===== src/rtl/hbridge_guard_pkg.sv =====
`default_nettype none
// +------------------------------------------------------------------+
// | Package : hbridge_guard_pkg                                      |
// | Shared stepper definitions: channel state encoding and the       |
// | drive-request decode used by every H-bridge guard channel.       |
// | Revision: 1.0  initial release                                   |
// +------------------------------------------------------------------+
package hbridge_guard_pkg;

  // Per-channel guard states.
  typedef enum logic [1:0] {
    ST_OFF     = 2'd0,
    ST_DRIVE_L = 2'd1,
    ST_DRIVE_R = 2'd2,
    ST_DEAD    = 2'd3
  } chan_state_t;

  // Raw request encoding, packed as {l, r}.
  typedef enum logic [1:0] {
    REQ_NONE    = 2'b00,
    REQ_R       = 2'b01,
    REQ_L       = 2'b10,
    REQ_ILLEGAL = 2'b11
  } req_t;

  // Decode a raw request pair; asking for both sides at once is
  // treated as asking for nothing so a bridge is never shorted.
  function automatic req_t decode_req(input logic l, input logic r);
    req_t req;
    case ({l, r})
      2'b10:   req = REQ_L;
      2'b01:   req = REQ_R;
      default: req = REQ_NONE;
    endcase
    return req;
  endfunction

  // True when a request pair would short the bridge.
  function automatic logic is_illegal(input logic l, input logic r);
    return l & r;
  endfunction

endpackage : hbridge_guard_pkg
`default_nettype wire


===== src/rtl/hbridge_guard_channel.sv =====
`default_nettype none
// +------------------------------------------------------------------+
// | Module  : hbridge_guard_channel                                  |
// | One H-bridge guard: OFF / DRIVE_L / DRIVE_R / DEAD state machine |
// | with a dead-time down-counter and registered pin drives.         |
// | Revision: 1.0  initial release                                   |
// +------------------------------------------------------------------+
module hbridge_guard_channel
  import hbridge_guard_pkg::*;
#(
  parameter int CNT_WIDTH = 32
) (
  input  logic                 clk,
  input  logic                 rst,        // asynchronous, active-low
  input  logic                 enable,     // 0 blocks entry to / holding of DRIVE
  input  logic [CNT_WIDTH-1:0] period,     // dead-time, captured on entry to DEAD
  input  logic                 req_l,
  input  logic                 req_r,
  output logic                 drive_l,
  output logic                 drive_r,
  output logic                 next_dead   // state after this edge is DEAD
);

  localparam logic [CNT_WIDTH-1:0] CNT_ONE = {{(CNT_WIDTH-1){1'b0}}, 1'b1};

  chan_state_t          state;
  chan_state_t          state_nxt;
  logic [CNT_WIDTH-1:0] count;
  logic [CNT_WIDTH-1:0] count_nxt;
  req_t                 req;

  assign req       = decode_req(req_l, req_r);
  assign next_dead = (state_nxt == ST_DEAD);

  // State, counter and pin registers; pins decode the next state so the
  // request-to-pin latency is a single cycle.
  always_ff @(posedge clk or negedge rst) begin
    if (!rst) begin
      state   <= ST_OFF;
      count   <= '0;
      drive_l <= 1'b0;
      drive_r <= 1'b0;
    end else begin
      state   <= state_nxt;
      count   <= count_nxt;
      drive_l <= (state_nxt == ST_DRIVE_L);
      drive_r <= (state_nxt == ST_DRIVE_R);
    end
  end

  // Next-state and counter logic.
  always_comb begin
    state_nxt = state;
    count_nxt = count;
    case (state)
      ST_OFF: begin
        if (enable && req == REQ_L) begin
          state_nxt = ST_DRIVE_L;
        end else if (enable && req == REQ_R) begin
          state_nxt = ST_DRIVE_R;
        end
      end
      ST_DRIVE_L: begin
        if (!(enable && req == REQ_L)) begin
          state_nxt = ST_DEAD;
          count_nxt = period;
        end
      end
      ST_DRIVE_R: begin
        if (!(enable && req == REQ_R)) begin
          state_nxt = ST_DEAD;
          count_nxt = period;
        end
      end
      ST_DEAD: begin
        // The period was latched on entry; only the counter matters here.
        if (count == '0) begin
          if (enable && req == REQ_L) begin
            state_nxt = ST_DRIVE_L;
          end else if (enable && req == REQ_R) begin
            state_nxt = ST_DRIVE_R;
          end else begin
            state_nxt = ST_OFF;
          end
        end else begin
          count_nxt = count - CNT_ONE;
        end
      end
      default: begin
        state_nxt = ST_OFF;
        count_nxt = '0;
      end
    endcase
  end

endmodule : hbridge_guard_channel
`default_nettype wire


===== src/rtl/hbridge_guard.sv =====
`default_nettype none
// +------------------------------------------------------------------+
// | Module  : hbridge_guard                                          |
// | Dual H-bridge shoot-through guard for a stepper driver. Two      |
// | independent channels insert dead time on every direction change. |
// | Option  : HBRIDGE_FAULT_LATCH_EN - sticky shoot-through fault    |
// |           that parks both bridges until i_err_clear.             |
// | Revision: 1.0  initial release                                   |
// +------------------------------------------------------------------+
module hbridge_guard
  import hbridge_guard_pkg::*;
#(
  parameter int CNT_WIDTH = 32
) (
  input  logic        clk,
  input  logic        rst,                     // asynchronous, active-low
  input  logic        i_enable,
  input  logic [31:0] i_shoot_through_period,
  input  logic        i_hbridge0_l,
  input  logic        i_hbridge0_r,
  input  logic        i_hbridge1_l,
  input  logic        i_hbridge1_r,
  input  logic        i_err_clear,
  output logic        o_hbridge0_l,
  output logic        o_hbridge0_r,
  output logic        o_hbridge1_l,
  output logic        o_hbridge1_r,
  output logic        o_busy,
  output logic        o_err_shoot_through
);

  logic illegal_any;
  logic chan_enable;
  logic dead0_nxt;
  logic dead1_nxt;

  assign illegal_any = is_illegal(i_hbridge0_l, i_hbridge0_r)
                     | is_illegal(i_hbridge1_l, i_hbridge1_r);

`ifdef HBRIDGE_FAULT_LATCH_EN
  logic fault;

  // Sticky fault flag; a fresh illegal request beats a simultaneous clear.
  always_ff @(posedge clk or negedge rst) begin
    if (!rst) begin
      fault <= 1'b0;
    end else begin
      fault <= illegal_any | (fault & ~i_err_clear);
    end
  end

  // Parking both channels acts exactly like a dropped enable, starting in
  // the very cycle the illegal request is seen.
  assign chan_enable         = i_enable & ~fault & ~illegal_any;
  assign o_err_shoot_through = fault;
`else
  logic err_pulse;
  logic unused_err_clear;

  // Non-sticky indication: one registered copy of the illegal request.
  always_ff @(posedge clk or negedge rst) begin
    if (!rst) begin
      err_pulse <= 1'b0;
    end else begin
      err_pulse <= illegal_any;
    end
  end

  assign chan_enable         = i_enable;
  assign o_err_shoot_through = err_pulse;
  assign unused_err_clear    = i_err_clear;
`endif

  hbridge_guard_channel #(
    .CNT_WIDTH (CNT_WIDTH)
  ) u_bridge0 (
    .clk       (clk),
    .rst       (rst),
    .enable    (chan_enable),
    .period    (i_shoot_through_period[CNT_WIDTH-1:0]),
    .req_l     (i_hbridge0_l),
    .req_r     (i_hbridge0_r),
    .drive_l   (o_hbridge0_l),
    .drive_r   (o_hbridge0_r),
    .next_dead (dead0_nxt)
  );

  hbridge_guard_channel #(
    .CNT_WIDTH (CNT_WIDTH)
  ) u_bridge1 (
    .clk       (clk),
    .rst       (rst),
    .enable    (chan_enable),
    .period    (i_shoot_through_period[CNT_WIDTH-1:0]),
    .req_l     (i_hbridge1_l),
    .req_r     (i_hbridge1_r),
    .drive_l   (o_hbridge1_l),
    .drive_r   (o_hbridge1_r),
    .next_dead (dead1_nxt)
  );

  // Busy tracks the DEAD state of either channel, registered with it.
  always_ff @(posedge clk or negedge rst) begin
    if (!rst) begin
      o_busy <= 1'b0;
    end else begin
      o_busy <= dead0_nxt | dead1_nxt;
    end
  end

endmodule : hbridge_guard
`default_nettype wire


===== config.mk =====
export PLATFORM = sky130hd
export DESIGN_NAME = hbridge_guard
export DESIGN_NICKNAME = d
export VERILOG_FILES = /design/src/rtl/hbridge_guard_pkg.sv /design/src/rtl/hbridge_guard_channel.sv /design/src/rtl/hbridge_guard.sv
export SDC_FILE = /design/constraint.sdc
export NUM_CORES = 1
export LEC_CHECK = 0
export BUFFER_PORTS_ARGS = -buffer_cell sky130_fd_sc_hd__buf_2
export CAP_MARGIN = 40
export CORE_MARGIN = 2
export CORE_UTILIZATION = 55
export DETAILED_ROUTE_END_ITERATION = 10
export MAX_ROUTING_LAYER = met4
export PLACE_DENSITY = 0.79
export REMOVE_ABC_BUFFERS = 1
export SYNTH_ARGS = -nofsm -noshare
export SYNTH_HDL_FRONTEND = slang
export SYNTH_SLANG_ARGS = --single-unit

===== constraint.sdc =====
create_clock -name clk -period 4.4 [get_ports clk]
set_input_delay 0.66 -clock clk [delete_from_list [all_inputs] [get_ports clk]]
set_output_delay 0.66 -clock clk [all_outputs]
set_load 0.1 [all_outputs]

==> impl_results.md <==
- Outcome: finished clean
- Number of global-route vias before repair: roughly 4,400
- Clk_skew: between 0.01 and 0.015 ns
- Top cells by area, synth: dfrtp_1, a21oi_1, nor4_1
- CP Launch Point: u_bridge1.count[18]
- First-pass GRT wire length: around 22,000 µm
- Die X: 96.59 µm
- Endpoints failing hold: 0
- WP data arrival: 3.47 ns
- Root buffer cell: clkbuf_8
- Tmin final: 3.249 ns
- DP Wirelength: 9555 µm
- Area share of the largest cell type after synthesis: 39.28%
- Final setup margin: 1.151 ns
- Htree depth: 3
- Pin count of the biggest net entering global routing: 52
- Multiplexer share of the synthesized area: less than 1%
- Layout Nets: around 640
- Cell count after synthesis: 564
- CP Launch Type: flip-flop
- # setup viols final: 0
- PwrDens: 461.3 mW/mm²
- CP Capture Type: flip-flop
- Compound-Gate Fraction of Synth Area: 29.75%
- Number of inserted diodes: 0
- GRT Resource Usage Total: 31.80%
- Total CTS buffers: 9
- Fraction of the cycle the final worst path needs: 73.84%
- Largest family of logic cells by synthesized area: compound AO/OA/AOI/OAI gates
- CTS tree: done
- IR drop worst, VDD: 0.2366 mV
- RR Endpoint: u_bridge1.count[17]
- Sink Count: 74
- EDFF count, synth: 0
- Io pins: 46
- Library cells used by synthesis: 61
- I/O Buffers: 44
- Worst-Margin Slew: around 0.95 ns
- Crit-path max FO: 24
- Drt total wl: between 10,000 and 15,000 µm
- Post-Synth Simple-Gate Area: 25.08%
- Worst Path Required: 4.62 ns
- Antenna viol nets, final: 0
- Predominant post-synthesis flop cell: dfrtp_1
- Layout cell share with drive strength beyond 1: between 10% and 20%
- Number of max-cap violations: 0
- Dpl cells: around 700
- Post-CTS Resized: 0
- Via count: 4,854
- Synth Area in Adders: 1.062%
- Synthesized flop and latch total: 74
- Initial Util: 57.09%
- Setup TNS: 0 ns
- FF-to-FF Start: u_bridge1.count[18]
- Row cnt: 33
- Die area: 0.009329 mm²
- R2R Setup Slk: 1.15 ns
- RD Place Congestion: 0.9361
- Chip height: 96.59 µm
- Leak: slightly above 2 nW
- Path depth of the worst reg2reg path: 5
- RSZ-0062 raised after global routing: no
- Postcts setup bufs: 0
- Post-synthesis sequential area ratio: a little under 40%
- Critical path type: reg -> reg
- Via/cell ratio: 6.895
- Relative max-transition margin: 35.92%
- Crit path largest cell delay: 1.02 ns
- Avg WL per Cell: 19.56 µm
- Dpl ws: 1.275 ns
- Initial antenna violation count: 0
- Finished Layout Cells: 704
- Worst-path clk slew: 0.08 ns
- Synth warnings: 0
- Fin Hold WS: just over 0.2 ns
- Drt first-iter violations: between 300 and 400
- DRT Pass-1 Iters: 5
- Layout area overhead: 11.12%
- # DRC: 0
- Critical path cell sequence: nor4_1, nand3_1, or4_1, nand2_2, o211ai_1
- CTS max path bufs: 2
- Clock insertion delay at the later pin of the skew report: 0.36 ns
- Max Clock Freq: 307.8 MHz
- Synth Area in XOR/XNOR: 0%
- Post-Syn Area: between 0.004 and 0.005 mm²
- Post-synth top area cell: dfrtp_1
- Remaining global-route overflow: 0
- Asr flop ratio synth: 100.0%
- Cts hold-fix bufs: 0
- Core area: 0.008258 mm²
- Hold Crit Class: in -> async
- Max-slew violation count: 0
- CP max stage cell: or4_1
- Post-synthesis area per instance: ~8.4 µm²
critical path, delay by kind of cell, from the launching register on:
family | cells | cell delay [ns]
simple gates | 4 | 2.52
compound gates | 1 | 0.16
flops | 1 | 0.41
routing by layer:
layer	vias to the layer above	GRT usage, %	wire, µm
met5	-	-	0
met1	2284	43.60	5815
met4	0	11.74	336
met2	284	47.86	6432
met3	31	5.120	1189
li1	2255	-	-
stage by stage:
| stage | power (mW) | area (µm²) | util, % |
|---|---|---|---|
| floorplan | 1.621 | 4551 | - |
| global placement | 1.807 | 4985 | 60.36 |
| detailed placement | 1.852 | 5044 | 61.08 |
| CTS | 2.397 | 5239 | 63.44 |
| global route | 2.571 | 5239 | 63.44 |
| finish | 2.417 | 5239 | 63.44 |
synth_stat cells, types with 9 or more instances:
| cell type | number |
|---|---|
| a31oi_1 | 17 |
| o21ai_0 | 34 |
| dfrtp_1 | 74 |
| a22oi_1 | 15 |
| nor3_1 | 31 |
| nand3_1 | 19 |
| a21oi_1 | 43 |
| inv_1 | 9 |
| nand4_1 | 9 |
| or3_1 | 11 |
| o22ai_1 | 11 |
| clkbuf_1 | 32 |
| nor2_1 | 42 |
| o21ai_1 | 28 |
| nor4_1 | 31 |
| nand2_1 | 36 |
| o2bb2ai_1 | 19 |
report_power, final:
group          leakage (nW)  internal (mW)  total, mW  switching, mW
logic                  1.04          0.310      0.682          0.372
clock network        0.0925          0.263      0.548          0.284
registers             0.881          0.903       1.19          0.284
worst max-delay path by stage:
stage / cells past startpoint / end / slack, ns
after floorplan: 5 / u_bridge0.count[10] / 1.50
after global placement: 5 / u_bridge1.count[17] / 1.38
after detailed placement: 5 / u_bridge1.count[17] / 1.27
after CTS: 5 / u_bridge1.count[17] / 1.19
after global routing: 5 / u_bridge1.count[17] / 0.93
final: 5 / u_bridge1.count[17] / 1.15
kinds of logic (layout without fill, tap and decap cells):
kind of cell	Yosys count	after routing
DFF	74	74
buffers and inverters	47	82
muxes	3	3
adders and majority gates	4	4
AOI/OAI and AO/OA	215	215
and+or+nand+nor	221	221
final cells by class:
type / count / area [µm²]
Fill cell: 730 / 3019
Multi-Input combinational cell: 443 / 2670
Sequential cell: 74 / 1852
Timing Repair Buffer: 57 / 356.6
Tap cell: 105 / 131.4
Clock buffer: 10 / 127.6
Clock inverter: 6 / 67.56
Inverter: 9 / 33.78
cell usage in the layout, fill, tap and decap left out, types with 9 or more instances in the layout:
cell type	Yosys	final
buf_4	1	11
dfrtp_1	74	74
nand3_1	19	19
o22ai_1	11	11
or3_1	11	11
o21ai_0	34	34
o2bb2ai_1	19	19
nor4_1	31	31
clkbuf_8	0	9
o21ai_1	28	28
nand2_1	36	35
nand4_1	9	9
inv_1	9	9
a21oi_1	43	43
buf_2	2	43
nor3_1	31	31
a22oi_1	15	15
a31oi_1	17	17
nor2_1	42	41
sequential cells by signal (all words and copies together) (netlist names):
register	count
u_bridge1.count	32
u_bridge0.drive_l	1
u_bridge1.drive_l	1
o_busy	1
o_err_shoot_through	1
u_bridge0.count	32
u_bridge0.drive_r	1
u_bridge0.state	2
u_bridge1.state	2
u_bridge1.drive_r	1
Power figures use the tool's default switching activity.
